$ cat src/rtl/aud_recorder_mc.sv
// aud_recorder_mc: I2S ADC capture into SRAM write strobes (BCLK domain).
// Ports: i_clk/i_rst_n, I2S i_lrc/i_data, controls i_start/i_pause/i_stop/i_ch_sel,
// SRAM write o_address/o_data/o_valid, status o_len/o_full/o_busy.
module aud_recorder_mc #(
  parameter int     DATA_W   = 16,
  parameter int     ADDR_W   = 20,
  parameter int     NUM_CH   = 1,
  parameter longint MAX_ADDR = (64'd1 << ADDR_W) - 1
) (
  input  logic              i_clk,
  input  logic              i_rst_n,
  input  logic              i_lrc,
  input  logic              i_data,
  input  logic              i_start,
  input  logic              i_pause,
  input  logic              i_stop,
  input  logic              i_ch_sel,
  output logic [ADDR_W-1:0] o_address,
  output logic [DATA_W-1:0] o_data,
  output logic              o_valid,
  output logic [ADDR_W:0]   o_len,
  output logic              o_full,
  output logic              o_busy
);

  localparam int CW = $clog2(DATA_W);
  localparam logic [ADDR_W:0] LP_MAX =
    (ADDR_W+1)'(MAX_ADDR);
  localparam bit LP_ST = (NUM_CH == 2);

  typedef enum logic [1:0] {
    S_IDLE, S_WAIT, S_REC, S_PAUSE
  } state_t;

  state_t            r_state;
  logic              r_lrc_d;
  logic              r_ch;
  logic              r_act;
  logic [CW-1:0]     r_cnt;
  logic [DATA_W-2:0] r_sh;
  logic [ADDR_W:0]   r_wp;
  logic [ADDR_W-1:0] r_addr;
  logic [DATA_W-1:0] r_data;
  logic              r_valid;
  logic [ADDR_W:0]   r_len;
  logic              r_full;
  logic              r_busy;

  logic              w_edge;
  logic              w_start_slot;
  logic              w_want;
  logic              w_odd;
  logic [ADDR_W:0]   w_wp_al;
  logic [DATA_W-1:0] w_word;
  logic              w_last;

  assign w_edge = i_lrc ^ r_lrc_d;
  // stereo always starts on a left slot so pairs land on even/odd
  assign w_start_slot = LP_ST ? ~i_lrc
                              : (i_lrc == r_ch);
  assign w_want = LP_ST | (i_lrc == r_ch);
  // drop an orphan left word so a stereo pair never splits
  assign w_odd   = LP_ST & r_wp[0];
  assign w_wp_al = r_wp - {{ADDR_W{1'b0}}, w_odd};
  assign w_word  = {r_sh, i_data};
  assign w_last  = (r_cnt == CW'(DATA_W-1));

  always_ff @(posedge i_clk or negedge i_rst_n) begin
    if (!i_rst_n) begin
      r_state <= S_IDLE;
      r_lrc_d <= 1'b0;
      r_ch    <= 1'b0;
      r_act   <= 1'b0;
      r_cnt   <= '0;
      r_sh    <= '0;
      r_wp    <= '0;
      r_addr  <= '0;
      r_data  <= '0;
      r_valid <= 1'b0;
      r_len   <= '0;
      r_full  <= 1'b0;
      r_busy  <= 1'b0;
    end else begin
      r_lrc_d <= i_lrc;
      r_valid <= 1'b0;
      unique case (r_state)
        S_IDLE: begin
          if (i_start && !i_stop && !i_pause) begin
            r_state <= S_WAIT;
            r_busy  <= 1'b1;
            r_wp    <= '0;
            r_len   <= '0;
            r_full  <= 1'b0;
            r_ch    <= i_ch_sel;
            r_act   <= 1'b0;
          end
        end
        default: begin
          if (i_stop) begin
            r_state <= S_IDLE;
            r_busy  <= 1'b0;
            r_act   <= 1'b0;
            r_wp    <= w_wp_al;
            r_len   <= w_wp_al;
          end else if (i_pause) begin
            if (r_state != S_PAUSE) begin
              r_state <= S_PAUSE;
              r_act   <= 1'b0;
              r_wp    <= w_wp_al;
              r_len   <= w_wp_al;
            end
          end else if (i_start && r_state == S_PAUSE) begin
            r_state <= S_WAIT;
          end else if (r_state == S_WAIT) begin
            if (w_edge && w_start_slot) begin
              r_state <= S_REC;
              r_act   <= 1'b1;
              r_cnt   <= '0;
            end
          end else if (r_state == S_REC) begin
            if (w_edge) begin
              r_act <= w_want;
              r_cnt <= '0;
            end else if (r_act) begin
              r_sh  <= w_word[DATA_W-2:0];
              r_cnt <= r_cnt + 1'b1;
              if (w_last) begin
                r_act   <= 1'b0;
                r_data  <= w_word;
                r_addr  <= r_wp[ADDR_W-1:0];
                r_valid <= 1'b1;
                r_wp    <= r_wp + 1'b1;
                r_len   <= r_wp + 1'b1;
                if (r_wp == LP_MAX) begin
                  r_full  <= 1'b1;
                  r_state <= S_IDLE;
                  r_busy  <= 1'b0;
                end
              end
            end
          end
        end
      endcase
    end
  end

  assign o_address = r_addr;
  assign o_data    = r_data;
  assign o_valid   = r_valid;
  assign o_len     = r_len;
  assign o_full    = r_full;
  assign o_busy    = r_busy;

endmodule

$ cat config.mk
export PLATFORM = sky130hd
export DESIGN_NAME = aud_recorder_mc
export DESIGN_NICKNAME = d
export VERILOG_FILES = /design/src/rtl/aud_recorder_mc.sv
export SDC_FILE = /design/constraint.sdc
export NUM_CORES = 1
export LEC_CHECK = 0
export CAP_MARGIN = 20
export CORE_AREA = 3 3 114 116
export DETAILED_ROUTE_END_ITERATION = 7
export DIE_AREA = 0 0 117 119
export PLACE_DENSITY = 0.61
export SYNTH_ARGS = -nofsm -noshare
export SYNTH_HDL_FRONTEND = slang
export SYNTH_SLANG_ARGS = --single-unit
$ cat constraint.sdc
create_clock -name i_clk -period 6.5 [get_ports i_clk]
set_input_delay 0.65 -clock i_clk [delete_from_list [all_inputs] [get_ports i_clk]]
set_output_delay 0.65 -clock i_clk [all_outputs]
set_load 0.02 [all_outputs]
-- Word-level counts from Yosys, hierarchy flattened
Index checks and enable logic that the tools add are counted.
- word-level logic and storage cells: 156
- bits of input ports: 8
- register bits: 105
- output and inout port bits: 60
- equal/unequal tests: 25
- mux-type cells: 74
- bitwise gates (word level): 7
- reductions and logical operators: 35
- add/subtract/negate cells: 2
- operator list (kind ; number):
    $mux W21 ; 14
    $mux W1 ; 42
    $reduce_and A9 Y1 ; 3
    $mux W2 ; 13
    $reduce_and A8 Y1 ; 3
    $reduce_bool A6 Y1 ; 4
    $add A21 B1 Y21 const B ; 1
    $eq A21 B20 Y1 const B ; 1
    $mux W4 ; 5
    $reduce_bool A3 Y1 ; 5
    $ne A2 B1 Y1 const B ; 6
    $ne A4 B3 Y1 const B ; 3
    $reduce_bool A4 Y1 ; 3
    $reduce_and A10 Y1 ; 1
    $reduce_bool A2 Y1 ; 5
    $ne A3 B2 Y1 const B ; 3
    $reduce_and A7 Y1 ; 1
    $ne A6 B3 Y1 const B ; 1
    $ne A6 B4 Y1 const B ; 1
    $not A1 Y1 ; 6
    $ne A5 B3 Y1 const B ; 1
    $reduce_and A5 Y1 ; 1
    $reduce_bool A5 Y1 ; 1
    $add A4 B1 Y4 const B ; 1
    other kinds (12) ; 18

-- Longest topological paths before layout
- depth in word-level cells: 11
- gate-level depth with buffers: 12
- depth with buffers taken out: 7

-- Worst setup path before layout
OpenSTA, ideal clock, no wires.
- path kind: input-to-reg
- start point: input port i_stop
- end point: register r_addr[16], in the netlist o_address[16]
- arrival time: 2.462 ns
- library setup time: 0.117 ns
- path slack: 3.921 ns
- stages: 11
- data required time: 6.383 ns
- buffers on the path: 6
- path through: buf_6 -> or2_1 -> buf_6 -> or4_4 -> buf_6 -> or2_1 -> buf_6 -> buf_2 -> buf_2 -> nand2_1 -> nand2_1
- cells in the longest elaborated chain, start to end: 2
- ends and longest elaborated chain (what ; line ; source):
    from (decl) ; 16 ; input logic i_stop,
    $not A1 Y1 (no source line) ; -- ;
    $reduce_and A9 Y1 (no source line) ; -- ;
    to (signal assigned) ; 130 ; r_addr <= r_wp[ADDR_W-1:0];
    to (decl) ; 42 ; logic [ADDR_W-1:0] r_addr;
Every way passes these cells.
A chain may end at the register's enable or synchronous reset.

-- Worst setup path in the final report
- start point: input port i_pause
- end point: register r_wp[17]
- cells in the longest elaborated chain, start to end: 4
- elaborated cells between the ends (all ways): 5
- classes of those cells: eq/ne: 2; reduce/logical: 3
- ends and longest elaborated chain (what ; line ; source):
    from (decl) ; 15 ; input logic i_pause,
    $logic_not A1 Y1 ; 88 ; if (i_start && !i_stop && !i_pause) begin
    $logic_and A1 B1 Y1 ; 88 ;
    $ne A2 B2 Y1 (no source line) ; -- ;
    $reduce_and A9 Y1 (no source line) (*) ; -- ;
    to (signal assigned) ; 103 ; r_wp <= w_wp_al;
    to (signal assigned) ; 109 ; r_wp <= w_wp_al;
    to (signal assigned) ; 132 ; r_wp <= r_wp + 1'b1;
    to (decl) ; 41 ; logic [ADDR_W:0] r_wp;
Mark *: on every way between the ends. The rest lies on a longest branch, timed or not.

==> results.sh <==
export IMPL_synth_yosys_seq_area_share=0.521
export IMPL_critical_path_max_fanout=56
export IMPL_postSynthRegisterBits=105
export IMPL_cts_hold_repair_buffers=0
export IMPL_crit_reg2reg_capture="r_wp[17]$_DFFE_PN0P_"
export IMPL_totalWireLength_um=12100
export IMPL_netlist_top_cells_area="dfrtp_1 52%, nand2_1 9.8%, mux2_2 4.0%"
export IMPL_worstPathArrival_ns=4.20
export IMPL_slew_headroom=0.331
export IMPL_detailroute_via_count=3954
export IMPL_netlist_instances=525
export IMPL_critical_path_required_ns=6.72
export IMPL_drt_pre_antenna_iters=5
export IMPL_detail_route_antenna_nets=0
export IMPL_layout_area_overhead_vs_synth_pct=20.5
export IMPL_finalMaxSlewViolations=0
export IMPL_die_span_in_x_um=117
export IMPL_ys_async_sr_fraction=1.00
export IMPL_fin_setup_tns_ns=0
export IMPL_post_drt_wl_per_cell_um=16.6
export IMPL_power_w=0.00174
export IMPL_die_y_extent_um=119
export IMPL_worst_skew_pair_late_latency_ns=0.34
export IMPL_antenna_diode_count=0
export IMPL_min_period_over_period=0.613
export IMPL_synth_top_area_share=0.521
export IMPL_initial_core_util=0.420
export IMPL_placed_cell_area_um2=5760
export IMPL_cts_buffers=9
export IMPL_clock_tree_htree_level_count=3
export IMPL_rsz0062_at_grt="no"
export IMPL_place_detailed_hpwl_um=8100
export IMPL_nNetsFinal=591
export IMPL_synth_cell_type_count=55
export IMPL_reported_max_cap_violation_count=0
export IMPL_postSynthNetCount=539
export IMPL_clockBufferDepth=2
export IMPL_dominant_cell_type_by_area_after_synthesis="dfrtp_1"
export IMPL_worst_r2r_cell_count=7
export IMPL_post_drt_via_cell_ratio=5.42
export IMPL_drive_above_1_share=0.0876
export IMPL_numPortBuffers=67
export IMPL_cts_num_sinks=105
export IMPL_clockRootBuffer="clkbuf_16"
export IMPL_synth_top_flop_cell="dfrtp_1"
export IMPL_hold_violations=0
export IMPL_hold_path_class="in -> async"
export IMPL_worstMarginPinSlew_ns=1.00
export IMPL_ff2ff_setup_slack_ns=2.99
export IMPL_overflow=0
export IMPL_grt_usage=0.181
export IMPL_skew_ns=0.00699
export IMPL_core_area_um2=12000
export IMPL_resized_gates_after_cts=0
export IMPL_area_of_the_die_um2=13900
export IMPL_synth_enable_flop_cells=0
export IMPL_pin_count=68
export IMPL_finalSetupViolations=0
export IMPL_drc=0
export IMPL_yosys_warnings=0
export IMPL_avgSynthCellArea_um2=9.60
export IMPL_layout_cell_area_non_filler_um2=6070
export IMPL_tritoncts="yes"
export IMPL_pin_count_of_the_biggest_net_entering_global_routing=57
export IMPL_total_leakage_power_nw=2.75
export IMPL_via_count_of_the_first_global_routing_pass=3919
export IMPL_max_freq_mhz=251
export IMPL_synth_cell_area_um2=5040
export IMPL_floorplan_rows=40
export IMPL_clock_transition_at_path_regs_ns=0.07
export IMPL_r2r_start="r_cnt[0]$_DFFE_PN0P_"
export IMPL_critPathCaptureType="flip-flop"
export IMPL_grt_pass1_wl_um=20100
export IMPL_grt_antenna_before_repair=0
export IMPL_gp_congestion=0.869
export IMPL_run_status="finished clean"
export IMPL_power_density_cell_area_nw_per_um2=286
export IMPL_final_min_clock_period_ns=3.98
export IMPL_cts_repair_timing_setup_buffer_count=0
export IMPL_criticalPathCategory="in -> reg"
export IMPL_critPathLaunchType="input port"
export IMPL_power_ir_vdd_worst_mv=0.151
export IMPL_first_iter_violations=342
==> sequential cells by signal, summed over array words and instances, names as in the netlist, 2 cells and up <==
name	flops
o_address	20
r_sh	15
r_state	2
o_len	21
r_wp	21
o_data	16
r_cnt	4
==> through the flow <==
step | std cells | hold slack, ns | setup WS [ns] | utilization
global route | 729 | 0.384 | 2.19 | 0.506
global placement | 712 | 0.462 | 2.30 | 0.479
floorplan | 525 | 0.354 | 3.92 | -
finish | 729 | 0.323 | 2.52 | 0.506
detailed placement | 712 | 0.460 | 2.20 | 0.479
CTS | 728 | 0.364 | 2.56 | 0.505
==> where the power goes <==
part	total (W)	internal, W	switching, W
clock network	0.000559	0.000311	0.000248
logic	0.000411	0.000154	0.000257
registers	0.000765	0.000707	0.0000585
==> cell type report <==
type	instances	area, µm²
Multi-Input combinational cell	372	2170
Clock buffer	10	239
Timing Repair Buffer	75	732
Sequential cell	105	2630
Clock inverter	6	65.1
Tap cell	147	184
Fill cell	1155	5940
Inverter	14	53.8
==> worst max-delay path by stage <==
stage | start | end | slack, ns | cells after the start
global route | i_pause | r_wp[17]$_DFFE_PN0P_ | 2.19 | 7
detailed placement | i_pause | r_wp[17]$_DFFE_PN0P_ | 2.20 | 7
floorplan | i_stop | o_address[16]$_DFFE_PN0P_ | 3.92 | 11
CTS | i_pause | r_wp[17]$_DFFE_PN0P_ | 2.56 | 7
finish | i_pause | r_wp[17]$_DFFE_PN0P_ | 2.52 | 7
global placement | i_pause | r_wp[8]$_DFFE_PN0P_ | 2.30 | 7
==> cell families after synthesis <==
| group | synth area share |
|---|---|
| adders and majority gates | 0.0149 |
| buffers and inverters | 0.0504 |
| AOI/OAI and AO/OA | 0.129 |
| muxes | 0.0462 |
| and+or+nand+nor | 0.201 |
| DFF | 0.521 |
| xor gates and xnor gates | 0.0365 |
==> critical path, stage by stage <==
cell	delay (ns)
clkdlybuf4s50_1	0.73
or2_1	0.36
or4_4	0.23
or2_2	0.78
clkinv_2	0.89
a41oi_1	0.47
a31oi_1	0.06
==> synth_stat cells, types with 4 or more instances <==
master and n:
dfrtp_1 105, and2_1 5, o21ai_0 23, nand4_1 9, xor2_1 7, a31oi_1 11, buf_2 6, mux2_2 18
nor2_1 22, or3_1 6, a21o_1 4, inv_1 13, o31ai_1 15, xnor2_1 14, clkbuf_1 20, ha_1 6
nand3_1 19, nor3_1 6, nand2_1 132, a21oi_1 21, a211oi_1 4, a22o_1 9, buf_6 4
==> layer usage <==
metal / vias to the layer above / GRT usage / wire length, µm
li1: 1913 / - / -
met1: 1937 / 0.252 / 5770
met2: 93 / 0.286 / 5610
met3: 11 / 0.0335 / 539
met4: 0 / 0.0530 / 150
met5: - / 0 / 0
==> placed cells by master (no fill, tap or decap), types with 3 or more instances in the layout <==
cell type,count
xor2_1,7
mux2_2,18
a22o_1,9
or3_1,6
o21ai_0,23
mux2i_1,3
a21o_1,4
nor2_1,22
and4_1,3
nand4_1,9
o21a_1,3
xnor2_1,14
dfrtp_1,105
nand3_1,19
nand2_1,132
and2_1,5
o31ai_1,15
inv_1,13
nor3_1,6
a21oi_1,21
clkdlybuf4s50_1,66
a31oi_1,11
clkinv_2,3
a211oi_1,4
ha_1,6
clkbuf_16,9
buf_4,8
No activity file was read; power rests on OpenSTA's default activity.
==> patch 1: new RTL, same settings <==
`ADDR_W`: 20 -> 19.
--- a/src/rtl/aud_recorder_mc.sv
+++ b/src/rtl/aud_recorder_mc.sv
@@ -5,3 +5,3 @@
   parameter int     DATA_W   = 16,
-  parameter int     ADDR_W   = 20,
+  parameter int     ADDR_W   = 19,
   parameter int     NUM_CH   = 1,
Interface: changed (resized o_address and o_len); port bits go from 68 to 66. No check against the original RTL was run, so the function may have changed too.
==> patch 1 against the original RTL <==
- count of clock-buffer cells in the layout increased by 1
- sequential cell count decreased by 3
- sequential power decreased by 6.7%
- clock skew increased by 1.0 ps
- setup slack improved by 650 ps
- largest cell class unchanged
- cell area increased by 1.8%
- synthesized area increased by 1.7%
- power decreased by 1.2%
- highest routed layer unchanged
- wire length decreased by 8.6%
- critical endpoint is now o_data[9]$_DFFE_PN0P_
==> patch 1: results (changes against the original RTL) <==
Slowest cell on crit path: nor3_4 (was clkinv_2)
vias in the first global route: 3576 (was 3919)
TritonRoute pass-1 iters: 4 (was 5)
first-pass GRT wire length: 18600 µm (was 20100 µm)
antenna violations before repair: 0 (unchanged)
DRT iter0 DRCs: 156 (was 342)
Post-Syn Nets: 463 (was 539)
sw frac: 30.9% (was 32.5%)
WL/cell: 16.9 µm (was 16.6 µm)
Synth top cells by count: 102 x dfrtp_1, 39 x nand2_1, 30 x mux2_4 (was 132 x nand2_1, 105 x dfrtp_1, 23 x o21ai_0)
final net count: 516 (was 591)
largest net degree at the start of global routing: 68 (was 57)
r2r setup slk: 3160 ps (was 2990 ps)
count of input and output buffers: 65 (was 67)
Placer Congestion: 0.820 (was 0.869)
VDD IR max: 0.196 mV (was 0.151 mV)
CTS Buf Count: 9 (unchanged)
total of fill cells in the finished design: 1083 (was 1155)
Arr. time, crit path: 3570 ps (was 4200 ps)
post-synthesis cell type count: 57 (was 55)
layout cells sized above 1: 17.2% (was 8.76%)
FF-to-FF path depth: 8 (was 7)
status: complete, no violations (unchanged)
worst r2r dst: o_data[9]$_DFFE_PN0P_ (was r_wp[17]$_DFFE_PN0P_)
leakage: 2.77 nW (was 2.75 nW)
via count: 3656 (was 3954)
post-synthesis sequential area ratio: 49.8% (was 52.1%)
WS Path Type: reg -> reg (was in -> reg)
worst slew pin tran: 996 ps (was 1000 ps)
skew final: 8.03 ps (was 6.99 ps)
Placed Area: 0.00584 mm² (was 0.00576 mm²)
DP HPWL: 7430 µm (was 8100 µm)
synth top area cells: dfrtp_1 50%, mux2_4 8.8%, mux2_2 5.1%, nand2_1 2.9%, xnor2_1 2.4% (was dfrtp_1 52%, nand2_1 9.8%, mux2_2 4.0%, xnor2_1 2.4%, o21ai_0 2.3%)
Total Routing Usage GR: 16.7% (was 18.1%)
worst setup path start: r_state[0]$_DFFE_PN0P_ (was i_pause)
Main synth FF type: dfrtp_1 (unchanged)
max incr delay on CP: 740 ps (was 890 ps)
## patch 1: changes by cell type after synthesis, sizes merged, moves of 5 or more
cell,delta
a21oi,-5
clkbuf,-5
inv,-6
mux2,+35
nand2,-92
nor2,-6
nor2b,+6
nor4,+7
o211ai,+6
o31ai,-6
## patch 1: worst min-delay path by stage
| stage | slack [ps] | from | depth (start not counted) | end |
|---|---|---|---|---|
| after floorplan | 350 | i_rst_n | 0 | o_address[0]$_DFFE_PN0P_ |
| after global placement | 460 | o_len[2]$_DFFE_PN0P_ | 2 | o_len[2]$_DFFE_PN0P_ |
| after detailed placement | 470 | o_len[1]$_DFFE_PN0P_ | 2 | o_len[1]$_DFFE_PN0P_ |
| after CTS | 260 | i_rst_n | 1 | r_state[0]$_DFFE_PN0P_ |
| after global routing | 280 | i_rst_n | 1 | r_state[0]$_DFFE_PN0P_ |
| final | 250 | i_rst_n | 1 | r_act$_DFFE_PN0P_ |
## patch 1: worst max-delay path: cells and delay by family (launching register included)
kind / cells / cell delay [ps]
and+or+nand+nor: 4 / 1700
muxes: 1 / 460
DFF: 1 / 440
buffers and inverters: 2 / 380
adders and majority gates: 1 / 210
## patch 1: metal layers
layer	vias to the layer above	global-route usage, %	share of wire (%)
li1	1756	-	-
met1	1792	23.8	47
met2	92	24.1	45
met3	16	4.88	6.5
met4	0	5.81	1.8
met5	-	0	0
## patch 1: power groups by stage
stage / combinational (mW) / clock, mW / sequential (mW)
after floorplan: 0.273 / 0 / 0.735
after global placement: 0.397 / 0 / 0.724
after detailed placement: 0.404 / 0 / 0.726
after CTS: 0.406 / 0.602 / 0.714
after global routing: 0.459 / 0.623 / 0.721
final: 0.414 / 0.585 / 0.714
## patch 1: logic make-up (layout without fill, tap and decap cells)
logic type      Yosys count  count (layout)  synth area share, %
simple gates            133             133                 14.2
compound gates           91              91                 12.2
buf+inv                  37              94                 3.61
mux                      60              60                 15.2
fa+ha+maj                 6               6                 1.46
flops                   102             102                 49.8
xor+xnor                 20              20                 3.56
## patch 1: layout make-up
type	instances	area [µm²]	area share, %
clock buffer	11	253	4.09
timing repair buffer	71	698	11.3
multi-input combinational	310	2390	38.7
clock inverter	4	70.1	1.13
inverter	8	30.0	0.486
tap	147	184	2.98
sequential	102	2550	41.3
## patch 1: through the flow
step	cells	setup slack [ps]	hold slack (ps)	total power [mW]	util, %
after floorplan	449	4250	354	1.01	-
after global placement	636	2920	465	1.12	48.6
after detailed placement	636	2870	468	1.13	48.6
after CTS	651	3130	261	1.72	51.3
after global routing	653	2850	279	1.80	51.5
final	653	3160	253	1.71	51.5
==> patch 2: new RTL, config.mk and constraints unchanged <==
Made on the original files. Re-encode `state_t` (4 states) as one-hot, 4 bits wide.
--- a/src/rtl/aud_recorder_mc.sv
+++ b/src/rtl/aud_recorder_mc.sv
@@ -30,4 +30,4 @@
 
-  typedef enum logic [1:0] {
-    S_IDLE, S_WAIT, S_REC, S_PAUSE
+  typedef enum logic [3:0] {
+    S_IDLE = 4'b0001, S_WAIT = 4'b0010, S_REC = 4'b0100, S_PAUSE = 4'b1000
   } state_t;
Function: same outputs for any inputs over 4 cycles, from zero or initial values and one cycle with i_rst_n low; so few cycles prove little.
==> patch 2 against the original RTL <==
- synthesized area increased by 2.9%
- setup slack improved by 940 ps
- cell area increased by 3.0%
- power decreased by 8.8%
- sequential cell count increased by 2
- via count decreased by 3.0%
- wire length decreased by 5.0%
- utilization increased by 1.5 points
- critical path depth decreased by 1
- clock skew about the same
- critical path type unchanged
- highest routed layer unchanged
==> patch 2: results (changes against the original RTL) <==
post-synthesis sequential area ratio: 51.7% (was 52.1%)
DP HPWL: 7760 µm (was 8100 µm)
final net count: 533 (was 591)
worst slew pin tran: 926 ps (was 1000 ps)
Total Routing Usage GR: 17.9% (was 18.1%)
Slowest cell on crit path: clkdlybuf4s50_1 (was clkinv_2)
dpl ws: 3110 ps (was 2200 ps)
total of fill cells in the finished design: 1084 (was 1155)
TritonRoute pass-1 iters: 4 (was 5)
final wirelength: 11500 µm (was 12100 µm)
Cells after DPL: 659 (was 712)
skew final: 7.23 ps (was 6.99 ps)
leakage: 2.70 nW (was 2.75 nW)
Placer Congestion: 0.811 (was 0.869)
layout cells sized above 1: 18.8% (was 8.76%)
via count: 3837 (was 3954)
VDD IR max: 0.118 mV (was 0.151 mV)
worst setup path start: i_stop (was i_pause)
first-pass GRT wire length: 19800 µm (was 20100 µm)
status: complete, no violations (unchanged)
largest net degree at the start of global routing: 67 (was 57)
Synth top cells by count: 106 x dfrtp_1, 65 x mux2_2, 42 x o21ai_0 (was 132 x nand2_1, 105 x dfrtp_1, 23 x o21ai_0)
Syn Area/Cell: 11.1 µm² (was 9.60 µm²)
FF-to-FF Start: r_state[3]$_DFFE_PN0P_ (was r_cnt[0]$_DFFE_PN0P_)
Arr. time, crit path: 3280 ps (was 4200 ps)
max incr delay on CP: 560 ps (was 890 ps)
[patch 2: cell type report]
| type | count | area [µm²] | share of cell area (%) |
|---|---|---|---|
| Clock buffer | 9 | 225 | 3.60 |
| Clock inverter | 7 | 76.3 | 1.22 |
| Inverter | 7 | 26.3 | 0.420 |
| Multi-Input combinational cell | 325 | 2350 | 37.6 |
| Sequential cell | 107 | 2680 | 42.8 |
| Tap cell | 147 | 184 | 2.94 |
| Timing Repair Buffer | 73 | 713 | 11.4 |
[patch 2: cell families (layout without fill, tap and decap cells)]
| kind of cell | Yosys count | count (layout) | share of synthesized area (%) |
|---|---|---|---|
| xor gates and xnor gates | 10 | 10 | 1.69 |
| muxes | 77 | 77 | 16.7 |
| and+or+nand+nor | 130 | 130 | 13.7 |
| buffers and inverters | 37 | 96 | 3.43 |
| DFF | 107 | 107 | 51.7 |
| adders and majority gates | 2 | 2 | 0.483 |
| AOI/OAI and AO/OA | 106 | 106 | 12.3 |
[patch 2: metal layers]
| metal | global-route usage [%] | share of wire (%) | up-vias |
|---|---|---|---|
| met4 | 7.89 | 2.2 | 0 |
| li1 | - | - | 1838 |
| met2 | 25.2 | 44 | 100 |
| met3 | 4.93 | 6.1 | 17 |
| met1 | 25.4 | 47 | 1882 |
| met5 | 0 | 0 | - |
[patch 2: path summary, 6_finish.rpt]
kind | end | slack (ps) | cells after the start
worst min-delay path | r_state[3]$_DFFE_PN0P_ | 270 | 1
worst min register to register | o_len[5]$_DFFE_PN0P_ | 490 | 1
max in group asynchronous | r_sh[12]$_DFFE_PN0P_ | 5030 | 2
worst max-delay path | o_data[13]$_DFFE_PN0P_ | 3450 | 6
min in group i_clk | o_len[5]$_DFFE_PN0P_ | 490 | 1
worst max register to register | o_data[13]$_DFFE_PN0P_ | 3960 | 5
[patch 2: report_power, final]
group          internal (mW)  switching (mW)  leakage (nW)
clock                  0.302           0.252         0.148
sequential             0.686          0.0374          1.48
combinational          0.121           0.185          1.07
[patch 2: worst max-delay path, delay by kind of cell]
kind                   cells  cell delay (ps)
AND/OR/NAND/NOR            3             1230
buffers and inverters      2             1000
multiplexers               1              380
[patch 2: metrics by stage]
| step | utilization (%) | area, µm² |
|---|---|---|
| after global routing | 52.1 | 6250 |
| final | 52.1 | 6250 |
| after CTS | 52.1 | 6250 |
| after global placement | 49.5 | 5950 |
| after floorplan | - | 5180 |
| after detailed placement | 49.5 | 5950 |
